**config.mk**
```make
export PLATFORM = sky130hd
export DESIGN_NAME = pipe_scroller
export DESIGN_NICKNAME = d
export VERILOG_FILES = /design/src/rtl/flappy_pkg.sv /design/src/rtl/lfsr8.sv /design/src/rtl/pipe_scroller.sv
export SDC_FILE = /design/constraint.sdc
export NUM_CORES = 1
export LEC_CHECK = 0
export CAP_MARGIN = 20
export CORE_ASPECT_RATIO = 1.4
export CORE_MARGIN = 4
export CORE_UTILIZATION = 50
export CTS_CLUSTER_DIAMETER = 80
export CTS_CLUSTER_SIZE = 12
export DETAILED_ROUTE_END_ITERATION = 10
export DONT_BUFFER_PORTS = 1
export HOLD_SLACK_MARGIN = 0.08
export PLACE_DENSITY = 0.74
export SYNTH_ARGS = -nofsm -noshare
export SYNTH_HDL_FRONTEND = slang
export SYNTH_SLANG_ARGS = --single-unit
```
**constraint.sdc**
```tcl
create_clock -name clk -period 11.8 [get_ports clk]
set_clock_uncertainty 0.15 [all_clocks]
set_input_delay 2.36 -clock clk [delete_from_list [all_inputs] [get_ports clk]]
set_output_delay 2.36 -clock clk [all_outputs]
set_load 0.05 [all_outputs]
```
**src/rtl/flappy_pkg.sv**
```systemverilog
// rtl/flappy_pkg.sv - shared types and constants for the flappy bird datapath
//
// Used by pipe_scroller, the collision detector and the renderer.
//   SCREEN_WIDTH    visible width in pixels
//   X_W / Y_W       output coordinate widths
//   PX_W            internal signed pipe left-edge width
//   pipe_t          one pipe: left edge, gap bottom (y0), gap top (y1)
//   scroll_state_t  scroller play state
//   sat_x           clamp a signed x value into the 0..1023 output range
package flappy_pkg;

  localparam int SCREEN_WIDTH = 640;
  localparam int X_W          = 10;
  localparam int Y_W          = 9;
  localparam int PX_W         = 12;

  typedef struct packed {
    logic signed [PX_W-1:0] px;
    logic [Y_W-1:0]         y0;
    logic [Y_W-1:0]         y1;
  } pipe_t;

  typedef enum logic [1:0] {
    IDLE = 2'd0,
    RUN  = 2'd1,
    HALT = 2'd2
  } scroll_state_t;

  function automatic logic [X_W-1:0] sat_x(input logic signed [PX_W:0] v);
    if (v < 0)
      return '0;
    else if (v > 13'sd1023)
      return '1;
    else
      return v[X_W-1:0];
  endfunction

endpackage

```
**src/rtl/lfsr8.sv**
```systemverilog
// rtl/lfsr8.sv - 8-bit Fibonacci LFSR (taps 8,6,5,4), seed 8'hA5
//
// Ports:
//   clk    in   system clock
//   reset  in   synchronous active-low reset, loads the seed
//   en     in   advance one step this cycle
//   q      out  current register value
module lfsr8 (
  input  logic       clk,
  input  logic       reset,
  input  logic       en,
  output logic [7:0] q
);

  logic feedback;
  assign feedback = q[7] ^ q[5] ^ q[4] ^ q[3];

  always_ff @(posedge clk) begin
    if (!reset)
      q <= 8'hA5;
    else if (en)
      q <= {q[6:0], feedback};
  end

endmodule

```
**src/rtl/pipe_scroller.sv**
```systemverilog
// rtl/pipe_scroller.sv - scrolls and respawns the three pipe obstacles
//
// Optional feature macro: PIPE_SPEEDUP_EN (speed rises every 8th respawn).
// Ports:
//   clk                  in   system clock
//   reset                in   synchronous active-low reset
//   tick                 in   frame strobe, one clk wide
//   start                in   begin or restart play
//   game_over            in   collision flag from the detector
//   pipeN_x0 / pipeN_x1  out  left/right pipe edges, saturated to 0..1023
//   pipeN_y0 / pipeN_y1  out  gap bottom / gap top
//   running              out  high while in RUN
module pipe_scroller
  import flappy_pkg::*;
#(
  parameter int SCREEN_W  = 640,
  parameter int PIPE_W    = 40,
  parameter int SPACING   = 240,
  parameter int GAP_H     = 120,
  parameter int GAP_MIN   = 40,
  parameter int SPEED     = 4,
  parameter int SPEED_MAX = 8
) (
  input  logic           clk,
  input  logic           reset,
  input  logic           tick,
  input  logic           start,
  input  logic           game_over,
  output logic [X_W-1:0] pipe1_x0,
  output logic [X_W-1:0] pipe1_x1,
  output logic [X_W-1:0] pipe2_x0,
  output logic [X_W-1:0] pipe2_x1,
  output logic [X_W-1:0] pipe3_x0,
  output logic [X_W-1:0] pipe3_x1,
  output logic [Y_W-1:0] pipe1_y0,
  output logic [Y_W-1:0] pipe1_y1,
  output logic [Y_W-1:0] pipe2_y0,
  output logic [Y_W-1:0] pipe2_y1,
  output logic [Y_W-1:0] pipe3_y0,
  output logic [Y_W-1:0] pipe3_y1,
  output logic           running
);

  localparam logic signed [PX_W-1:0] PW_S    = PX_W'(PIPE_W);
  localparam logic signed [PX_W-1:0] SPC_S   = PX_W'(SPACING);
  localparam logic [Y_W-1:0]         Y1_INIT = Y_W'(GAP_MIN + 64);
  localparam logic [Y_W-1:0]         GAP_Y   = Y_W'(GAP_H);
  localparam logic [Y_W-1:0]         GMIN_Y  = Y_W'(GAP_MIN);

  scroll_state_t state, state_nx;
  logic          reload;
  logic          move;

  pipe_t         pipes    [3];
  pipe_t         pipes_nx [3];
  logic signed [PX_W-1:0] n_px [3];
  logic          respawn  [3];
  logic          any_respawn;

  logic [7:0]    lfsr_q;
  logic [7:0]    speed;
  logic [Y_W-1:0] rand_y1;

  lfsr8 u_lfsr (
    .clk   (clk),
    .reset (reset),
    .en    (state == RUN),
    .q     (lfsr_q)
  );

  logic unused_lfsr_bit0;
  assign unused_lfsr_bit0 = lfsr_q[0];
  assign rand_y1 = GMIN_Y + {2'b00, lfsr_q[7:1]};

  always_ff @(posedge clk) begin
    if (!reset)
      state <= IDLE;
    else
      state <= state_nx;
  end

  always_comb begin
    state_nx = state;
    reload   = 1'b0;
    case (state)
      IDLE: if (start) state_nx = RUN;
      RUN:  if (game_over) state_nx = HALT;
      HALT: if (start && !game_over) begin
        state_nx = RUN;
        reload   = 1'b1;
      end
      default: state_nx = IDLE;
    endcase
  end

  // game_over beats a coincident tick: the frame it arrives on never moves.
  assign move    = (state == RUN) && tick && !game_over;
  assign running = (state == RUN);

  // At most one pipe respawns per tick, so the predecessor's n_px is
  // already its final post-move position for this tick.
  always_comb begin
    any_respawn = 1'b0;
    for (int i = 0; i < 3; i++) begin
      n_px[i]    = pipes[i].px - $signed({4'b0000, speed});
      respawn[i] = (n_px[i] + PW_S) <= 12'sd0;
    end
    for (int i = 0; i < 3; i++) begin
      pipes_nx[i] = pipes[i];
      if (respawn[i]) begin
        any_respawn    = 1'b1;
        pipes_nx[i].px = n_px[(i + 2) % 3] + SPC_S;
        pipes_nx[i].y1 = rand_y1;
        pipes_nx[i].y0 = rand_y1 + GAP_Y;
      end else begin
        pipes_nx[i].px = n_px[i];
      end
    end
  end

  always_ff @(posedge clk) begin
    if (!reset || reload) begin
      for (int i = 0; i < 3; i++) begin
        pipes[i].px <= PX_W'(SCREEN_W + i * SPACING);
        pipes[i].y1 <= Y1_INIT;
        pipes[i].y0 <= Y1_INIT + GAP_Y;
      end
    end else if (move) begin
      for (int i = 0; i < 3; i++)
        pipes[i] <= pipes_nx[i];
    end
  end

`ifdef PIPE_SPEEDUP_EN
  logic [7:0] respawn_cnt;

  always_ff @(posedge clk) begin
    if (!reset || reload) begin
      respawn_cnt <= 8'd0;
      speed       <= 8'(SPEED);
    end else if (move && any_respawn) begin
      respawn_cnt <= respawn_cnt + 8'd1;
      // Count is about to become a multiple of 8.
      if (respawn_cnt[2:0] == 3'd7 && speed < 8'(SPEED_MAX))
        speed <= speed + 8'd1;
    end
  end
`else
  logic [8:0] unused_speed_cfg;
  assign unused_speed_cfg = {any_respawn, 8'(SPEED_MAX)};
  assign speed = 8'(SPEED);
`endif

  assign pipe1_x0 = sat_x({pipes[0].px[PX_W-1], pipes[0].px});
  assign pipe1_x1 = sat_x({pipes[0].px[PX_W-1], pipes[0].px} + {PW_S[PX_W-1], PW_S});
  assign pipe2_x0 = sat_x({pipes[1].px[PX_W-1], pipes[1].px});
  assign pipe2_x1 = sat_x({pipes[1].px[PX_W-1], pipes[1].px} + {PW_S[PX_W-1], PW_S});
  assign pipe3_x0 = sat_x({pipes[2].px[PX_W-1], pipes[2].px});
  assign pipe3_x1 = sat_x({pipes[2].px[PX_W-1], pipes[2].px} + {PW_S[PX_W-1], PW_S});

  assign pipe1_y0 = pipes[0].y0;
  assign pipe1_y1 = pipes[0].y1;
  assign pipe2_y0 = pipes[1].y0;
  assign pipe2_y1 = pipes[1].y1;
  assign pipe3_y0 = pipes[2].y0;
  assign pipe3_y1 = pipes[2].y1;

endmodule

```
## Word-level counts from Yosys, hierarchy flattened

Memories as Yosys holds them, arrays and structs flattened.
Cells that the tools add are included.

| word-level totals | value |
|---|---|
| bits in registers | 10 |
| bits in latches | 0 |
| bits in writable memories | 90 |
| bits in read-only memories | 0 |
| input bits | 5 |
| output and inout bits | 115 |
| word-level logic and storage cells | 83 |
| memories kept | 1 |

Memory list:

| name | words | bits a word | read ports | clocked after Yosys merged registers in | wr ports | RTL line | text |
|---|---|---|---|---|---|---|---|
| pipes | 3 | 30 | 3 | 0 | 3 | pipe_scroller.sv:54 | `pipe_t pipes [3];` |

| cells by class | value |
|---|---|
| add/sub/neg operators | 14 |
| multipliers | 0 |
| div/mod/pow operators | 0 |
| magnitude comparators | 15 |
| eq/ne operators | 5 |
| shift-type cells | 0 |
| mux-type cells | 32 |
| bitwise gates (word level) | 6 |
| reduce and logical (&&, ||, !) cells | 8 |

Operator list:

| kind | number |
|---|---|
| 10-bit two-way mux | 12 |
| 30-bit two-way mux | 3 |
| 18-bit two-way mux | 3 |
| 12-bit by 7-bit adder with 13-bit output, second input constant | 3 |
| 13-bit by 11-bit > comparator with 1-bit output, second input constant | 3 |
| 13-bit by 1-bit less-than comparator with 1-bit output, second input constant | 3 |
| 12-bit by 7-bit adder with 12-bit output, second input constant | 3 |
| 12-bit by 9-bit adder with 12-bit output, second input constant | 3 |
| 12-bit by 11-bit > comparator with 1-bit output, second input constant | 3 |
| 12-bit by 1-bit <= comparator with 1-bit output, second input constant | 3 |
| 12-bit by 1-bit less-than comparator with 1-bit output, second input constant | 3 |
| 12-bit two-way mux | 3 |
| 12-bit by 4-bit subtractor with 12-bit output, second input constant | 3 |
| 8-bit by 7-bit adder with 9-bit output, second input constant | 1 |
| 6-bit by 7-bit adder with 8-bit output, first input constant | 1 |
| 1-bit two-way mux | 7 |
| 2-bit two-way mux | 3 |
| 2-bit != test, second input constant | 3 |
| 2-bit one-hot mux with 3 select lines | 1 |
| 1-bit logical AND | 3 |
| 1-bit OR | 3 |
| 3-bit AND reduction | 1 |
| 1-bit XOR | 3 |
| 2-bit by 1-bit == test with 1-bit output, second input constant | 1 |
| 4 further kinds | 5 |

## Longest topological paths before layout

| depth | value |
|---|---|
| word-level depth | 8 |
| depth in mapped cells | 15 |
| mapped depth without buffers | 13 |

## Modules after synthesis

From an unflattened synthesis, not the netlist that was laid out.

| second synthesis, totals | value |
|---|---|
| cells, all modules | 722 |
| area, all modules | 6,688.9 µm² |

Modules (own cells, without submodules):

| module | instances | cells an instance | area each (µm²) | seq. area each (µm²) |
|---|---|---|---|---|
| pipe_scroller | 1 | 694 | 6,374.9 | 2,382.3 |
| lfsr8 | 1 | 28 | 314.1 | 160.2 |

## Least setup slack after synthesis

No wires, ideal clock.

| path | value |
|---|---|
| kind | register -> output |
| start | mem pipes[0][22] (netlist bit) |
| end | out pipe1_x1[0] |
| data arrival time | 2.758 ns |
| required time | 9.290 ns |
| slack | 6.532 ns |
| stages on the path, launching flop included | 10 |
| path buffers | 0 |
| path through | edfxtp_1 -> ha_1 -> o21ai_0 -> xor2_1 -> or4_1 -> o21ai_0 -> a21oi_1 -> nor2_1 -> nor2_1 -> a21oi_1 |

RTL lines:

| item | RTL line | text |
|---|---|---|
| from (decl) | pipe_scroller.sv:54 |  |
| to (decl) | pipe_scroller.sv:30 | `output logic [X_W-1:0] pipe1_x1,` |

==> results.ini <==
[hold_path]
worstHoldStart=u_lfsr.q[0]
hold_class=reg2reg
holdPathStages=2
holdPathEnd=u_lfsr.q[1]

[synthesis]
syn-cell-area_um2=6628
async_reset_ff_share_pct=0
yosysUniqueCellTypes=72
yosys_register_bits=88
avgSynthCellArea_um2=8.944
yosysTopAreaCellShare_pct=35.34
synth-edff-count=78
yosysSeqAreaShare_pct=38.36
synth_cells=741
yosysWarningCount=0
synth_top_area_cell=edfxtp_1
synthTopCellsByArea=edfxtp_1, buf_4, nor2_1
synth_flop_cell=edfxtp_1

[drt]
drtIter0Drc=356
drc_errors=0
dr.pass1.iters=5
vias_per_cell=5.800
postRouteWirelength_um=15050
ant_nets=0
wl_per_cell_um=17.82
vias=4901

[timing]
slew_viol_final=0
relSlewSlack_pct=28.34
hold_violations=0
fin_crit_ns=5.942
finalSetupTns_ns=0
holdWs_ns=0.3145
rsz0062_at_grt=false
timing.final.crit_share_pct=50.35
finalSetupViolCount=0
fmax_mhz=168.3
tightest_slew_ns=1.078

[global_route]
grt.overflow.total=0
grt_pass1_wl_um=23870
antenna_found_initial=0
use_met1_pct=21.00
top_usage_layer=met2
grt_pass1_vias=4735
grt_max_degree=38
gr-usage-met2_pct=37.20
grt_use_total_pct=19.70
grtUsageMet3_pct=3.752

[finish]
fin_nets=696
area_delta_synth_final_pct=0.09436
drive_gt1_share_pct=6.597
num_antenna_cells=0
final.fill_count=1148
instances_no_fill=845
final_cell_mix=nor2_1, edfxtp_1, nand2_1
layout_commonest_cell=nor2_1

[setup_path]
regToRegEndpoint=pipes[0][44]
path_cells=ha_1 > o21ai_0 > xor2_1 > or4_1 > o21ai_0 > a21oi_1 > nor2_1 > nor2_1 > a21oi_1
setup.worst_path.start_class=flip-flop
slowest_delay_ns=0.87
worstSetupPathType=reg2out
ff2ff_path_depth=11
r2r-start=pipes[0][50]
r2r_slack_ns=7.13
worst_setup_path_end_kind=output port
worst_path_max_delay_cell=a21oi_1
cp.arrival_ns=3.43
path_max_fanout=10
required_ns=9.29

[die]
rows=49
die_w_um=105.3
die_y_um=144.2
die_area_um2=15190
start_util_pct=51.23
io_pins=120
design.core.area_um2=12940

[placement]
port_buffers=0
dp_hpwl_um=11160
gp_congestion=0.9011
dp.cells=829

[run]
drv_cap=0

[clocking]
post-cts-setup-buffer-count=0
cts_inserted_buffers=9
cts.path.max_buffers=2
clk_latency_ns=0.34
cts-root-buf=clkbuf_16
cts_resized=0
hold_buffers=0
clk_pin_slew_ns=0.07
htree_levels=3
clock-sinks=88
cts_tree=done

[power_and_ir_drop]
ir_drop_v=0.00005835
p_leak_nw=2.320
pwr_density_cell_nw_per_um2=127.6

[status]
status=completed

[power by group]
| part | internal, mW | switching, mW | total (mW) |
|---|---|---|---|
| Combinational | 0.0380 | 0.123 | 0.161 |
| Sequential | 0.351 | 0.0389 | 0.390 |
| Clock | 0.173 | 0.122 | 0.295 |
[state kept, by name (all words and copies together) (netlist names)]
register  count
pipes        78
u_lfsr.q      8
state         2
[cell families after synthesis]
| group | after synthesis | share of synthesized area [%] |
|---|---|---|
| simple gates | 284 | 21.26 |
| compound gates | 132 | 13.31 |
| buf+inv | 126 | 10.46 |
| flops | 88 | 38.36 |
| xor+xnor | 75 | 10.12 |
| fa+ha+maj | 29 | 5.475 |
| mux | 6 | 0.9628 |
| other cells | 1 | 0.05658 |
[per-layer routing]
| layer | wire (um) | vias to the layer above |
|---|---|---|
| met5 | 0 | - |
| met4 | 472 | 0 |
| met3 | 841 | 38 |
| met2 | 8158 | 196 |
| met1 | 5581 | 2304 |
| li1 | - | 2363 |
[cell usage after synthesis (all sizes together), types with 6 or more instances]
cell and number:
nor2 110, edfxtp 78, buf 62, nand2 60, xnor2 40, a21oi 38, clkbuf 35, xor2 34
ha 29, inv 29, o21ai 28, nand3 22, nor3 16, a211oi 14, and2 14, dfxtp 10
o211ai 9, nor3b 8, nand2b 7, nor2b 7, nor4 7, a21boi 6, o31ai 6
[how the worst max path moves through the flow]
stage	from	to	slack, ns	cells past startpoint
after floorplan	pipes[0][22]	pipe1_x1[0]	6.53	9
after global placement	pipes[0][22]	pipe1_x1[7]	6.38	9
after detailed placement	pipes[0][22]	pipe1_x1[1]	6.28	9
after CTS	pipes[0][22]	pipe1_x1[1]	5.90	9
after global routing	pipes[0][22]	pipe1_x1[6]	5.72	9
final	pipes[0][22]	pipe1_x1[1]	5.86	9
[critical path, delay by kind of cell, from the launching register on]
family | cells | cell delay [ns]
flops | 1 | 0.51
simple gates | 3 | 0.79
xor+xnor | 1 | 0.13
fa+ha+maj | 1 | 0.29
compound gates | 4 | 1.38
[final cells by class]
| type | count | area [um^2] | area share [%] |
|---|---|---|---|
| sequential | 88 | 2542 | 38.33 |
| clock buffer | 10 | 239.0 | 3.602 |
| inverter | 29 | 108.9 | 1.641 |
| multi-input combinational | 529 | 3408 | 51.38 |
| tap | 178 | 222.7 | 3.357 |
| timing repair buffer | 5 | 37.54 | 0.5658 |
| clock inverter | 6 | 75.07 | 1.132 |
[stage by stage]
step | setup WS (ns) | util [%] | area (um^2) | total power [mW]
5_1_grt | 5.723 | 51.28 | 6634 | 0.8814
4_1_cts | 5.904 | 51.28 | 6634 | 0.8491
2_1_floorplan | 6.532 | - | 6635 | 0.5376
6_report | 5.858 | 51.28 | 6634 | 0.8464
3_3_place_gp | 6.381 | 48.85 | 6320 | 0.5541
3_5_place_dp | 6.283 | 48.85 | 6320 | 0.5565
Note: power is estimated with default switching activity, not from simulation.
